--- src/rtl/flaf_trig_arg_gen_pkg.sv ---
// ---------------------------------------------------------------------------
// flaf_trig_arg_gen_pkg
// Shared constants and types for the functional-link trigonometric argument
// generator.
//   - Q5.12 angle constants (PI, PI/2, 2*PI rounded down), both at the
//     17-bit port width and at the 18-bit internal accumulator width
//   - input clip limits (+/-1.0 in Q4.12)
//   - FSM state encoding
// ---------------------------------------------------------------------------
package flaf_trig_arg_gen_pkg;

  localparam int X_W     = 16;  // Q4.12 sample width
  localparam int THETA_W = 17;  // Q5.12 angle width
  localparam int ACC_W   = 18;  // internal add/sub width, holds +/-2*PI
  localparam int IDX_W   = 4;   // harmonic index width

  localparam logic signed [THETA_W-1:0] PI   = 17'sh03244;
  localparam logic signed [THETA_W-1:0] PIB2 = 17'sh01922;
  localparam logic signed [THETA_W-1:0] PIM2 = 17'sh06487;

  localparam logic signed [ACC_W-1:0] PI_ACC   = 18'sh03244;
  localparam logic signed [ACC_W-1:0] PIM2_ACC = 18'sh06487;

  localparam logic signed [X_W-1:0] X_MAX = 16'sh1000;
  localparam logic signed [X_W-1:0] X_MIN = 16'shF000;

  typedef enum logic [1:0] {
    IDLE = 2'd0,
    MUL  = 2'd1,
    EMIT = 2'd2
  } state_t;

  // Saturate a Q4.12 sample to [-1.0, +1.0].
  function automatic logic signed [X_W-1:0] clip_x(input logic signed [X_W-1:0] x);
    if (x > X_MAX)
      return X_MAX;
    else if (x < X_MIN)
      return X_MIN;
    else
      return x;
  endfunction

endpackage

--- src/rtl/DelayUnit.sv ---
// ---------------------------------------------------------------------------
// DelayUnit
// Fixed-depth register delay line with synchronous active-high clear.
// DEPTH = 0 is a plain wire.
// Ports:
//   clk   in          clock
//   reset in          synchronous active-high clear of every stage
//   din   in  WIDTH   data entering the line
//   dout  out WIDTH   data delayed by DEPTH cycles
// ---------------------------------------------------------------------------
module DelayUnit #(
  parameter int WIDTH = 1,
  parameter int DEPTH = 1
) (
  input  logic             clk,
  input  logic             reset,
  input  logic [WIDTH-1:0] din,
  output logic [WIDTH-1:0] dout
);

  generate
    if (DEPTH == 0) begin : g_wire
      assign dout = din;
    end else begin : g_pipe
      logic [WIDTH-1:0] pipe_reg [DEPTH];

      always_ff @(posedge clk) begin
        if (reset) begin
          for (int i = 0; i < DEPTH; i++)
            pipe_reg[i] <= '0;
        end else begin
          pipe_reg[0] <= din;
          for (int i = 1; i < DEPTH; i++)
            pipe_reg[i] <= pipe_reg[i-1];
        end
      end

      assign dout = pipe_reg[DEPTH-1];
    end
  endgenerate

endmodule

--- src/rtl/flaf_trig_arg_gen_wrap_add.sv ---
// ---------------------------------------------------------------------------
// flaf_wrap_add
// Combinational Q5.12 add/sub with a single +/-2*PI correction so the result
// lands back in [-PI, PI]. Both operands must already lie in [-PI, PI], so
// the 18-bit sum stays within +/-2*PI and one correction is always enough.
// Ports:
//   a    in  17  signed Q5.12 operand
//   b    in  17  signed Q5.12 operand
//   sub  in  1   1: a - b, 0: a + b
//   y    out 17  wrapped signed Q5.12 result
// ---------------------------------------------------------------------------
module flaf_wrap_add
  import flaf_trig_arg_gen_pkg::*;
(
  input  logic signed [THETA_W-1:0] a,
  input  logic signed [THETA_W-1:0] b,
  input  logic                      sub,
  output logic signed [THETA_W-1:0] y
);

  logic signed [ACC_W-1:0] a_ext;
  logic signed [ACC_W-1:0] b_ext;
  logic signed [ACC_W-1:0] sum;
  logic signed [ACC_W-1:0] wrapped;

  always_comb begin
    a_ext   = {a[THETA_W-1], a};
    b_ext   = {b[THETA_W-1], b};
    sum     = sub ? (a_ext - b_ext) : (a_ext + b_ext);
    wrapped = sum;
    if (sum > PI_ACC)
      wrapped = sum - PIM2_ACC;
    else if (sum < -PI_ACC)
      wrapped = sum + PIM2_ACC;
    y = wrapped[THETA_W-1:0];
  end

endmodule

--- src/rtl/flaf_trig_arg_gen.sv ---
// ---------------------------------------------------------------------------
// flaf_trig_arg_gen
// Argument generator for the functional-link trigonometric expansion. Takes
// one Q4.12 sample per handshake and emits a gap-free burst of Q5.12 angles
// k*pi*x (cos term) and k*pi*x - pi/2 (sin term) for k = 1..ORDER, wrapped to
// [-pi, pi], one per cycle, for the downstream cosine approximator. A tag
// delayed by LAT cycles labels each word the approximator returns.
//
// Build option FLAF_SIN_ARG_EN:
//   defined   -> cos_k, sin_k pairs, 2*ORDER terms per burst
//   undefined -> cos terms only, ORDER terms per burst, tag_sin tied to 0
//
// Ports:
//   clk        in   1   clock
//   reset      in   1   synchronous active-high reset
//   x_in       in   16  signed sample, Q4.12
//   in_valid   in   1   x_in valid
//   in_ready   out  1   block can accept a sample (IDLE only)
//   theta_out  out  17  signed angle, Q5.12
//   theta_vld  out  1   theta_out valid
//   last       out  1   final term of the burst
//   tag_idx    out  4   harmonic k of the word leaving the cosine stage
//   tag_sin    out  1   that word is a sine term
//   tag_vld    out  1   cosine stage output valid
//   tag_last   out  1   last, delayed by LAT
// ---------------------------------------------------------------------------
module flaf_trig_arg_gen
  import flaf_trig_arg_gen_pkg::*;
#(
  parameter int ORDER = 3,
  parameter int LAT   = 2
) (
  input  logic               clk,
  input  logic               reset,
  input  logic [X_W-1:0]     x_in,
  input  logic               in_valid,
  output logic               in_ready,
  output logic [THETA_W-1:0] theta_out,
  output logic               theta_vld,
  output logic               last,
  output logic [IDX_W-1:0]   tag_idx,
  output logic               tag_sin,
  output logic               tag_vld,
  output logic               tag_last
);

  localparam logic [IDX_W-1:0] K_LAST = IDX_W'(ORDER);

  state_t state_reg, state_next;

  logic signed [X_W-1:0]     x_reg;
  logic signed [THETA_W-1:0] step_reg;
  logic signed [THETA_W-1:0] acc_reg;   // holds acc_{k-1} while emitting harmonic k
  logic [IDX_W-1:0]          k_reg;
  logic                      sin_reg;   // current term is the sine half of the pair

  logic signed [X_W-1:0]     x_clip;
  logic signed [THETA_W-1:0] x_ext;
  logic signed [33:0]        prod;
  logic signed [THETA_W-1:0] step_next;
  logic signed [THETA_W-1:0] acc_k;
  logic signed [THETA_W-1:0] sin_theta;
  logic                      emit;
  logic                      last_term;
  logic                      advance;   // accumulator moves to the next harmonic

  // Step = floor(x_clip * PI / 4096); with |x_clip| <= 1.0 this is within +/-PI.
  always_comb begin
    x_clip    = clip_x(x_reg);
    x_ext     = {x_clip[X_W-1], x_clip};
    prod      = 34'(x_ext) * 34'(PI);
    step_next = prod[12+THETA_W-1:12];
  end

  // acc_k is produced combinationally from acc_{k-1} so the first term can
  // appear the cycle after MUL without a separate pre-load stage.
  flaf_wrap_add u_acc_wrap (
    .a   (acc_reg),
    .b   (step_reg),
    .sub (1'b0),
    .y   (acc_k)
  );

`ifdef FLAF_SIN_ARG_EN
  flaf_wrap_add u_sin_wrap (
    .a   (acc_k),
    .b   (PIB2),
    .sub (1'b1),
    .y   (sin_theta)
  );
  assign advance   = sin_reg;
  assign last_term = sin_reg && (k_reg == K_LAST);
`else
  assign sin_theta = acc_k;
  assign advance   = 1'b1;
  assign last_term = (k_reg == K_LAST);
`endif

  assign emit = (state_reg == EMIT);

  always_comb begin
    state_next = state_reg;
    in_ready   = 1'b0;
    theta_vld  = 1'b0;
    theta_out  = '0;
    last       = 1'b0;
    unique case (state_reg)
      IDLE: begin
        in_ready = 1'b1;
        if (in_valid)
          state_next = MUL;
      end
      MUL: begin
        state_next = EMIT;
      end
      EMIT: begin
        theta_vld = 1'b1;
        theta_out = sin_reg ? sin_theta : acc_k;
        last      = last_term;
        if (last_term)
          state_next = IDLE;
      end
      default: state_next = IDLE;
    endcase
  end

  always_ff @(posedge clk) begin
    if (reset) begin
      state_reg <= IDLE;
      x_reg     <= '0;
      step_reg  <= '0;
      acc_reg   <= '0;
      k_reg     <= '0;
      sin_reg   <= 1'b0;
    end else begin
      state_reg <= state_next;
      unique case (state_reg)
        IDLE: begin
          if (in_valid)
            x_reg <= x_in;
        end
        MUL: begin
          step_reg <= step_next;
          acc_reg  <= '0;
          k_reg    <= IDX_W'(1);
          sin_reg  <= 1'b0;
        end
        EMIT: begin
          if (advance) begin
            acc_reg <= acc_k;
            k_reg   <= k_reg + 1'b1;
            sin_reg <= 1'b0;
          end else begin
            sin_reg <= 1'b1;
          end
        end
        default: ;
      endcase
    end
  end

  // Tag path: aligns each term's label with the cosine stage's output.
  logic [IDX_W-1:0] idx_src;
  assign idx_src = emit ? k_reg : '0;

  DelayUnit #(.WIDTH(IDX_W), .DEPTH(LAT)) u_dly_idx (
    .clk   (clk),
    .reset (reset),
    .din   (idx_src),
    .dout  (tag_idx)
  );

  DelayUnit #(.WIDTH(1), .DEPTH(LAT)) u_dly_vld (
    .clk   (clk),
    .reset (reset),
    .din   (theta_vld),
    .dout  (tag_vld)
  );

  DelayUnit #(.WIDTH(1), .DEPTH(LAT)) u_dly_last (
    .clk   (clk),
    .reset (reset),
    .din   (last),
    .dout  (tag_last)
  );

`ifdef FLAF_SIN_ARG_EN
  logic sin_src;
  assign sin_src = emit && sin_reg;

  DelayUnit #(.WIDTH(1), .DEPTH(LAT)) u_dly_sin (
    .clk   (clk),
    .reset (reset),
    .din   (sin_src),
    .dout  (tag_sin)
  );
`else
  assign tag_sin = 1'b0;
`endif

endmodule

--- config.mk ---
export PLATFORM = sky130hd
export DESIGN_NAME = flaf_trig_arg_gen
export DESIGN_NICKNAME = d
export VERILOG_FILES = /design/src/rtl/flaf_trig_arg_gen_pkg.sv /design/src/rtl/DelayUnit.sv /design/src/rtl/flaf_trig_arg_gen_wrap_add.sv /design/src/rtl/flaf_trig_arg_gen.sv
export SDC_FILE = /design/constraint.sdc
export NUM_CORES = 1
export LEC_CHECK = 0
export BUFFER_PORTS_ARGS = -buffer_cell sky130_fd_sc_hd__buf_2
export CAP_MARGIN = 20
export CORE_MARGIN = 2
export CORE_UTILIZATION = 25
export CTS_BUF_LIST = sky130_fd_sc_hd__clkbuf_8
export CTS_CLUSTER_DIAMETER = 60
export CTS_CLUSTER_SIZE = 20
export DETAILED_ROUTE_END_ITERATION = 8
export PLACE_DENSITY = 0.5
export SKIP_CTS_REPAIR_TIMING = 1
export SLEW_MARGIN = 10
export SYNTH_ARGS = -nofsm -noshare
export SYNTH_HDL_FRONTEND = slang
export SYNTH_SLANG_ARGS = --single-unit
export TNS_END_PERCENT = 30
--- constraint.sdc ---
create_clock -name clk -period 6.7 [get_ports clk]
set_input_delay 0.335 -clock clk [delete_from_list [all_inputs] [get_ports clk]]
set_output_delay 0.335 -clock clk [all_outputs]
set_load 0.1 [all_outputs]
* Word-level counts from Yosys, hierarchy flattened
Memory sizes are Yosys's and may differ from the RTL's.
Index checks and enable logic that the tools add are counted.
** Operators by class
- Add/sub/neg operators :: 4
- $mul :: 1
- Order comparisons :: 4
- Equal/unequal tests :: 5
- Muxes and demuxes :: 23
- Bitwise gates (word level) :: 6
- Reductions and logical operators :: 4
** Operators by type and width (number)
- 17-bit two-way mux :: 3
- 17-bit case mux with 2 select lines :: 1
- 16-bit two-way mux :: 2
- 16-bit by 13-bit multiplier with 27-bit output (second input constant) :: 1
- 17-bit by 17-bit adder with 18-bit output :: 1
- 18-bit by 15-bit greater-than comparator with 1-bit output (second input constant) :: 1
- 18-bit by 15-bit < comparator with 1-bit output (second input constant) :: 1
- 17-bit by 16-bit adder with 17-bit output (second input constant) :: 1
- 17-bit by 16-bit subtractor with 17-bit output (second input constant) :: 1
- 16-bit by 14-bit greater-than comparator with 1-bit output (second input constant) :: 1
- 16-bit by 13-bit < comparator with 1-bit output (second input constant) :: 1
- 4-bit two-way mux :: 3
- 1-bit two-way mux :: 10
- 4-bit case mux with 2 select lines :: 1
- 1-bit bitwise OR :: 6
- 2-bit case mux with 3 select lines :: 1
- 4-bit by 1-bit adder with 4-bit output (second input constant) :: 1
- 4-bit by 2-bit equality test with 1-bit output (second input constant) :: 1
- 2-bit two-way mux :: 2
- 2-bit AND reduction :: 2
- 2-bit by 1-bit equality test with 1-bit output (second input constant) :: 1
- 2-bit equality test (second input constant) :: 1
- 2-bit logical NOT :: 1
- 2-bit by 1-bit != test with 1-bit output (second input constant) :: 1
- other kinds (2) :: 2
** Storage, ports and cells
- Bits in registers :: 56
- Bits in writable memories :: 12
- Input port bits :: 19
- Output and inout bits :: 27
- Word-level logic and storage cells :: 55
- Memories :: 3
** Memory list
- u_dly_idx.g_pipe.pipe_reg :: words 2, width 4, rd ports 2, clocked after Yosys merged registers in 0, write ports 2, line DelayUnit.sv:25 : logic [WIDTH-1:0] pipe_reg [DEPTH];
- u_dly_last.g_pipe.pipe_reg :: words 2, width 1, rd ports 2, clocked after Yosys merged registers in 0, write ports 2, line DelayUnit.sv:25
- u_dly_vld.g_pipe.pipe_reg :: words 2, width 1, rd ports 2, clocked after Yosys merged registers in 0, write ports 2, line DelayUnit.sv:25

* Logic depth before layout (Yosys ltp)
Gate-level depths: netlist (run 1).
- Depth in word-level cells :: 5
- Depth in mapped cells :: 27
- Mapped depth without buffers :: 24

* Modules after synthesis
From an unflattened synthesis (run 1), not the netlist that was laid out.
** Second synthesis, totals
- Cells, all modules :: 939
- Area, all modules :: 7654.8 um^2
** By module, submodules not included
- flaf_trig_arg_gen :: times used 1, cells each 609, area each 5251.3 um^2, sequential area each 1121.1 um^2
- flaf_wrap_add :: times used 1, cells each 302, area each 2058.2 um^2, sequential area each 0.0 um^2
- DelayUnit at u_dly_idx :: times used 1, cells each 20, area each 240.2 um^2, sequential area each 160.2 um^2
- DelayUnit at u_dly_last ... :: times used 2, cells each 4, area each 52.6 um^2, sequential area each 40.0 um^2

* Least setup slack after synthesis (run 1)
Ideal clock, no wire load.
- Kind :: flip-flop to flip-flop
- Start point :: reg x_reg[15]
- End point :: reg step_reg[13]
- Setup time :: 0.128 ns
- Arrival time :: 5.891 ns
- Required time :: 6.572 ns
- Slack :: 0.681 ns
- Cell stages (with the launch flop) :: 25
- Buffers on the path :: 2
- Cell sequence :: dfxtp_1 -> clkbuf_1 -> nand4_1 -> ha_1 -> nor3_1 -> clkbuf_1 -> and2_1 -> ha_1 -> fa_1 -> inv_1 -> fa_1 -> fa_1 -> inv_1 -> ha_1 -> ha_1 -> a21o_1 -> a21o_1 -> a21o_1 -> a221oi_1 -> a21boi_0 -> o21ai_0 -> o21ai_0 -> a21oi_1 -> mux2i_1 -> nor2_1
** On the way
- Longest elaborated chain between the ends :: 4
** RTL lines
- from (decl) :: line flaf_trig_arg_gen.sv:51 : logic signed [X_W-1:0] x_reg;
- from (signal assigned) :: line flaf_trig_arg_gen.sv:140 : x_reg <= x_in;
- 16-bit by 13-bit < comparator with 1-bit output :: line flaf_trig_arg_gen_pkg.sv:37 : else if (x < X_MIN)
- 16-bit two-way mux :: line flaf_trig_arg_gen_pkg.sv:37
- 16-bit two-way mux (*) :: line flaf_trig_arg_gen_pkg.sv:35 : if (x > X_MAX)
- 16-bit by 13-bit multiplier with 27-bit output (*) :: line flaf_trig_arg_gen.sv:71 : prod = 34'(x_ext) * 34'(PI);
- to (signal assigned) :: line flaf_trig_arg_gen.sv:143 : step_reg <= step_next;
- to (decl) :: line flaf_trig_arg_gen.sv:52 : logic signed [THETA_W-1:0] step_reg;
Every way passes the cells marked *; elsewhere a longest branch is shown, timed or not.
A chain may end at the register's enable or synchronous reset.

* Final worst setup path (run 1)
Ends and elaborated chain as after synthesis.

==> run metrics, run 1 <==
status complete, no violations; H-tree depth 3; Setup crit end kind register; Most common cell on crit path ha_1; maximum clock insertion buffer count 2; crit path max fanout 13; later-pin clock latency in the skew report approximately 360 ps; PD cells 224 mW/mm^2; RSZ-0062 raised after global routing false; Seq/Total Area, Yosys about a fifth; TritonCTS buffer count 9; initial antenna violation count 0; CTS tree built; final hold vios 0; die width 173 microns; CP bufs+invs 5; Slew Limit Fails 0; routability cong. 0.831; commonest non-fill, non-tap cell in the layout ha_1; final net count 1,015; Tmin final 6160 ps; Syn. warnings 0; Yosys cell types 73; total design power 1.76 mW; Area contributors post-synth dfxtp_1 19%, ha_1 17%, fa_1 10%, nand2_1 4.3%, inv_1 4.1%; maximum vdd drop a little over 90 uV; Post-Syn Area 0.00712 sq mm; Remaining Overflow, GRT 0; crit start category register; WL/cell 13.6 microns; Max Cap Violations 0; IO buf count 44; cell taking the most area after synthesis dfxtp_1; CTS clock-pin slew for the worst setup and hold paths 80 ps; Vias 5,659; Mapped Nets 991; Worst Path Arrival 6370 ps; First-pass DRT Iterations 5; total leakage power around 3.8 nW; Crit Path Class register to register; Post-synth ARST share 0%; DRC 0; worst stage delay on the critical path between 500 and 600 ps; Util after Layout 28.2%; Initial Util 25.5%; critical path's slowest cell fa_1; CP required between 6000 and 7000 ps; DIE HEIGHT 173 microns; Post-synth EDFFs 0; core footprint between 0.02 and 0.03 sq mm; Final Cycle Share 91.9%; Worst Max-Slew Pin Slew 1050 ps; vias in the first global route between 5,000 and 6,000; Slew HR between 20% and 30%; starting DRC count in detailed routing 363; synth-to-layout area growth 10.6%; crit-path cells buf_4 -> inv_1 -> ha_1 -> nor3_1 -> buf_4 -> and2_1 -> ha_1 -> fa_1 -> inv_1 -> fa_1 -> fa_1 -> inv_1 -> ha_1 -> ha_1 -> a21o_1 -> a21o_1 -> a21o_1 -> a221oi_1 -> a21boi_1 -> o21ai_0 -> o21ai_0 -> a21oi_1 -> mux2i_1 -> nor2_1; WL final between 15 and 20 mm; die area approximately 0.03 sq mm; Synth Flop Type dfxtp_1; # setup viols final 0; Hold Slack 203 ps; Yosys reg bits 68; share of layout cells above drive strength 1 11.0%; Clock Skew 11.2 ps; Synth Instances between 800 and 900; DRT antenna net count 0; Yosys top cell area share 19.1%; # diodes 0; num rows 61; syn avg cell area 8.46 sq um; Clock Tree Root clkbuf_8; Worst Hold Class input port to register; Ports 46; Num Clock Sinks 68; Fin Setup TNS 0 ps; largest delay contributor family on the critical path adder cells; pin count of the biggest net entering global routing 51; Vias/cell 4.53; global-route wire length before repair approximately 29 mm; fmax 162 MHz; most frequent cells in the layout 95 x ha_1, 82 x nand2_1, 78 x inv_1; post-DP HPWL about 14 mm; GR Util All Layers between 10% and 20%
synth_stat cells (all sizes together) (19+ instances only):
library cell / n
clkbuf: 21
fa: 36
inv: 78
nand2: 82
a21oi: 53
dfxtp: 68
o21ai: 27
xnor2: 29
xor2: 30
a21o: 19
and2: 35
nor2: 59
mux2i: 21
ha: 95
tightest hold or removal path, stage by stage:
cell and delay, ps:
buf_2 90, nand2_1 50, a21oi_1 50
per-stage QoR:
stage	setup WS, ps	instance area (sq um)	instances
CTS	320	7860	1248
finish	544	7870	1248
global placement	563	7660	1232
floorplan	681	7120	841
detailed placement	402	7660	1232
global route	45.1	7870	1248
cell type report:
cell class / instances / area (sq um)
repair buffers: 49 / 258
clock inverters: 7 / 76.3
multi-input cells: 658 / 5280
inverters: 79 / 297
fillers: 3063 / 20100
clock buffers: 9 / 124
flip-flops and latches: 68 / 1360
well taps: 378 / 473
kinds of logic (layout without fill, tap and decap cells):
logic type,count (synthesis),in the layout,synth area share (%)
AO/OA/AOI/OAI,194,194,19.8
XOR/XNOR,59,59,7.37
adder cells (fa/ha/maj),131,131,26.8
buffers and inverters,115,144,6.80
flip-flops,68,68,19.1
multiplexers,21,21,2.95
other,1,1,0.0527
AND/OR/NAND/NOR,252,252,17.1
worst paths after layout:
kind / start / to / slack [ps] / cells after the start
setup / recovery: x_reg[15] / step_reg[13] / 540 / 24
hold / removal: x_in[1] / x_reg[1] / 200 / 3
setup reg to reg: x_reg[15] / step_reg[13] / 540 / 24
hold reg to reg: u_dly_idx.g_pipe.pipe_reg[0][3] / u_dly_idx.g_pipe.pipe_reg[0][7] / 440 / 1
report_power, final:
group / total, mW / internal [mW] / leakage (nW) / switching, mW
registers: 0.459 / 0.435 / 0.552 / 0.0241
logic: 0.955 / 0.376 / 3.12 / 0.579
clock network: 0.347 / 0.173 / 0.0958 / 0.174
metal layers:
metal | wire length, microns | GRT usage (%)
met5 | 0 | 0
met4 | 179 | 3.50
met3 | 330 | 1.69
met2 | 7400 | 18.0
met1 | 9120 | 16.6
Note: power is estimated with default switching activity, not from simulation.
==> run 2: changes to the inputs <==
- CORE_UTILIZATION: 25 -> 32
- PLACE_DENSITY: 0.5 -> 0.58
==> run metrics, run 2 (synthesis results as in run 1) <==
Setup WS pre-CTS around 500 ps; num rows 54; routability cong. 0.860; Fin Setup TNS 0 ps; die width 153 microns; Hold Slack 196 ps; post-DP HPWL 13.0 mm; # setup viols final 0; most frequent cells in the layout 95 x ha_1, 82 x nand2_1, 78 x inv_1; Ports 46; initial antenna violation count 0; later-pin clock latency in the skew report 370 ps; critical path's slowest cell fa_1; GR Util All Layers between 10 and 15%; Vias/cell 4.97; final-layout fill cell count 2,319; IO buf count 44; WHS Path Cells 3; share of layout cells above drive strength 1 10.8%; # diodes 0; CTS clock-pin slew for the worst setup and hold paths 80 ps; Crit Path Class register to register; Clock Tree Root clkbuf_8; TritonCTS buffer count 9; fmax between 150 and 200 MHz; worst r2r path cells 23; synth-to-layout area growth 9.04%; final hold vios 0; pin count of the biggest net entering global routing 51; CP required between 6000 and 7000 ps; final net count between 1,000 and 1,500; Clock Skew about 8 ps; crit-path cells nor4_1 -> a311oi_1 -> nor3_1 -> buf_4 -> and2_1 -> ha_1 -> fa_1 -> inv_1 -> fa_1 -> fa_1 -> inv_1 -> ha_1 -> ha_1 -> a21o_1 -> a21o_1 -> a21o_1 -> a221oi_1 -> a21boi_0 -> o21ai_0 -> o21ai_0 -> a21oi_1 -> mux2i_1 -> nor2_1; Tmin final just over 6000 ps; WL final 16.1 mm; Num Clock Sinks 68; Worst Path Arrival 6400 ps; CTS tree built; global-route wire length before repair 27.3 mm; Setup crit end kind register; starting DRC count in detailed routing 326; vias in the first global route 5,405; DRT antenna net count 0; Worst Hold Class input port to register; maximum vdd drop 102 uV; First-pass DRT Iterations 4; DRC 0; commonest non-fill, non-tap cell in the layout ha_1; crit start category register; maximum clock insertion buffer count 2; crit path max fanout 13; WL/cell approximately 14 microns; Slew HR around a quarter; status complete, no violations; DIE HEIGHT 153 microns; Initial Util 32.6%; Remaining Overflow, GRT 0; PD cells 232 mW/mm^2; RSZ-0062 raised after global routing false; die area 0.0234 sq mm; Slew Limit Fails 0; worst stage delay on the critical path 520 ps; Final Cycle Share around 92%; Max Cap Violations 0; Worst Max-Slew Pin Slew ~1100 ps; Vias 5,719; core footprint 0.0218 sq mm; total leakage power approximately 3.8 nW; H-tree depth 3; final setup margin 516 ps
run 2: cell types whose count changed in the layout (fill, tap and decap cells not counted):
cell	previous run	this run
a21boi_1	1	0
nor4_1	2	4
bufinv_16	1	2
nor4_2	3	1
clkinvlp_4	2	1
a21boi_0	2	3
run 2: where the power goes:
group,switching [mW],internal [mW]
Combinational,0.575,0.376
Sequential,0.0236,0.435
Clock,0.179,0.211
Total,0.778,1.02
run 2: final timing paths:
| kind | to | start | slack, ps |
|---|---|---|---|
| setup reg to reg | step_reg[13] | x_reg[0] | 520 |
| setup / recovery | step_reg[13] | x_reg[0] | 520 |
| hold reg to reg | u_dly_idx.g_pipe.pipe_reg[0][4] | u_dly_idx.g_pipe.pipe_reg[0][0] | 440 |
| hold / removal | x_reg[2] | x_in[2] | 200 |
run 2: layer usage:
| layer | up-vias | GRT usage (%) | part of all wire [%] |
|---|---|---|---|
| met2 | 56 | 22.0 | 45 |
| met4 | 0 | 3.84 | 1.5 |
| met1 | 2689 | 20.1 | 51 |
| met5 | - | 0 | 0 |
| li1 | 2960 | - | - |
| met3 | 14 | 2.18 | 2.1 |
run 2: stage by stage:
step	instances	area [sq um]	utilization (%)	power, mW
final	1150	7760	35.6	1.80
after global routing	1150	7760	35.6	1.97
after CTS	1150	7760	35.6	1.82
after detailed placement	1134	7540	34.5	1.42
after global placement	1134	7540	34.5	1.41
after floorplan	841	7120	-	1.23
run 2: layout make-up:
type | instances | area [sq um] | area share [%]
Tap cell | 280 | 350 | 4.51
Clock buffer | 9 | 124 | 1.60
Clock inverter | 7 | 98.8 | 1.27
Timing Repair Buffer | 49 | 258 | 3.32
Sequential cell | 68 | 1360 | 17.5
Inverter | 79 | 297 | 3.82
Multi-Input combinational cell | 658 | 5270 | 67.9
run 2: critical path, delay by kind of cell (launching register included):
kind                     cells  cell delay (ps)
buffers and inverters        3              300
adder cells (fa/ha/maj)      6             2450
AND/OR/NAND/NOR              4              940
flip-flops                   1              340
multiplexers                 1              140
AO/OA/AOI/OAI                9             1880
==> run 3: changes to the inputs <==
- PLACE_DENSITY: 0.58 -> 0.57
- SYNTH_HIERARCHICAL: default -> 1
==> run metrics, run 3 <==
pin count of the biggest net entering global routing 74; complex-gate fraction of the synthesized area a little under a fifth; Initial Util 32.6%; Tmin final 6170 ps; total design power ~3.4 mW; # diodes 0; fmax 162 MHz; critical path's slowest cell dfxtp_1; starting DRC count in detailed routing between 300 and 400; global-route wire length before repair 28.8 mm; Worst Hold Class input port to register; final-layout fill cell count roughly 2,500; Post-synth ARST share 0%; Worst Path Arrival 6450 ps; DRT antenna net count 0; die area roughly 0.025 sq mm; adder-cell share of the synthesized area about a quarter; Vias/cell 4.88; TritonCTS buffer count 9; most frequent cells in the layout 94 x nand2_1, 94 x ha_1, 88 x inv_1; maximum clock insertion buffer count 2; area share of and/or/nand/nor cells after synthesis 20.6%; footprint of the multi-input gates 0.00579 sq mm; WL/cell between 10 and 15 microns; Seq/Total Area, Yosys between 15 and 20%; DIE HEIGHT 159 microns; main combinational cell family by area after synthesis adder cells; maximum vdd drop 287 uV; Synth Instances ~940; WL final 17.0 mm; worst stage delay on the critical path 500 ps; FF+latch area 0.00136 sq mm; Slew HR between 40% and 50%; final net count 1,112; die width between 150 and 200 microns; CTS tree built; Clock Skew roughly 12 ps; Crit. Startpoint x_reg[15]; RR Startpoint x_reg[15]; initial antenna violation count 0; flop2flop setup slack 530 ps; vias in the first global route between 6,000 and 7,000; Clock Tree Root clkbuf_8; share of layout cells above drive strength 1 9.18%; Vias between 6,000 and 7,000; First-pass DRT Iterations 5; GR Util All Layers 14.0%; Area contributors post-synth dfxtp_1 18%, ha_1 15%, fa_1 9.2%, xnor2_1 5.3%, nand2_1 4.6%; Syn. warnings 6; final hold vios 0; Synth Flop Type dfxtp_1; # setup viols final 0; H-tree depth 3; core footprint ~0.023 sq mm; Setup crit end kind register; Yosys top cell area share 17.8%; CP bufs+invs 6; crit path max fanout 13; end of the worst hold path x_reg[9]; Crit Path Class register to register; Num Clock Sinks between 60 and 70; post-synthesis mux area share 3.29%; Final Cycle Share 92.2%; cell taking the most area after synthesis dfxtp_1; status complete, no violations; Post-synth EDFFs 0; crit start category register; Most common cell on crit path inv_1; total leakage power roughly 3.8 nW; num rows 56; Fin Setup TNS 0 ps; routability cong. 0.855; Yosys reg bits 68; synth-to-layout area growth 9.07%; Worst Max-Slew Pin Slew 816 ps; Ports between 40 and 50; Post-Syn Area 0.00765 sq mm; largest delay contributor family on the critical path adder cells; Remaining Overflow, GRT 0; IO buf count 44; R2R Path End step_reg[16]; DRC 0; RSZ-0062 raised after global routing false; Hold Startpoint x_in[9]; Max Cap Violations 0; Yosys cell types 83; worst r2r path cells 22; later-pin clock latency in the skew report between 300 and 400 ps; syn avg cell area 8.15 sq um; PD cells roughly 400 mW/mm^2; crit-path cells inv_1 -> ha_1 -> nor2_1 -> buf_4 -> and2_1 -> ha_1 -> inv_1 -> fa_1 -> inv_1 -> fa_1 -> inv_1 -> fa_1 -> inv_1 -> ha_1 -> ha_1 -> nand4_1 -> a311oi_2 -> a2111oi_1 -> a21boi_0 -> nor3_1 -> or4_1 -> a311oi_1; Slew Limit Fails 0; post-DP HPWL between 10 and 15 mm; CTS clock-pin slew for the worst setup and hold paths around 80 ps; synth cell count leaders 94 x ha_1, 94 x nand2_1, 88 x inv_1, 68 x dfxtp_1, 67 x nor2_1; CP required 6980 ps; Synth Area in XOR/XNOR 8.11%; WHS Path Cells 3
## run 3: cell count changes after synthesis, moves of 10 or more
| cell | before | now |
|---|---|---|
| xnor2_1 | 29 | 46 |
| a22o_1 | 14 | 1 |
| inv_1 | 78 | 88 |
| a21oi_1 | 49 | 65 |
| nor3_1 | 14 | 25 |
| nand2_1 | 82 | 94 |
## run 3: worst reg2reg max path, stage by stage, from the launching register on
cell and delay (ps):
dfxtp_1 500, inv_1 170, ha_1 450, nor2_1 80, buf_4 170, and2_1 210
ha_1 290, inv_1 50, fa_1 490, inv_1 50, fa_1 490, inv_1 50
fa_1 500, inv_1 40, ha_1 280, ha_1 370, nand4_1 180, a311oi_2 360
a2111oi_1 170, a21boi_0 390, nor3_1 130, or4_1 400, a311oi_1 250
## run 3: worst max path at each step
| stage | to | cells past startpoint |
|---|---|---|
| after detailed placement | step_reg[14] | 22 |
| after global placement | step_reg[14] | 22 |
| after global routing | step_reg[15] | 21 |
| after floorplan | step_reg[14] | 22 |
| after CTS | step_reg[14] | 22 |
| final | step_reg[16] | 22 |
## run 3: area by class of cell
class                   count  area share (%)
clock inverters             7            1.00
flip-flops and latches     68            16.3
inverters                  89            4.03
well taps                 319            4.78
clock buffers               9            1.48
repair buffers             49            3.09
multi-input cells         747            69.3
## run 3: where the power goes
group,total (mW),internal (mW),switching (mW)
combinational,2.55,1.00,1.54
sequential,0.476,0.437,0.0392
clock,0.361,0.178,0.182
total,3.38,1.62,1.76
## run 3: metal layers
layer	GRT usage [%]	part of all wire [%]	vias to the layer above
met1	19.3	50	2860
met4	2.53	0.78	0
met2	23.5	46	91
li1	-	-	3323
met3	2.20	3.0	9
met5	0	0	-
## run 3: stage by stage
step	utilization [%]	std cells	area, sq um	setup WS (ps)	hold slack [ps]
finish	35.6	1288	8350	525	205
global route	35.6	1288	8350	45.5	213
CTS	35.6	1288	8350	377	187
detailed placement	34.7	1272	8140	389	422
global placement	34.7	1272	8140	485	418
floorplan	-	941	7660	840	407
## run 3: cells by family after synthesis
| family | Yosys count |
|---|---|
| fa+ha+maj | 129 |
| mux | 25 |
| other cells | 1 |
| xor+xnor | 70 |
| simple gates | 308 |
| buf+inv | 126 |
| flops | 68 |
| compound gates | 212 |
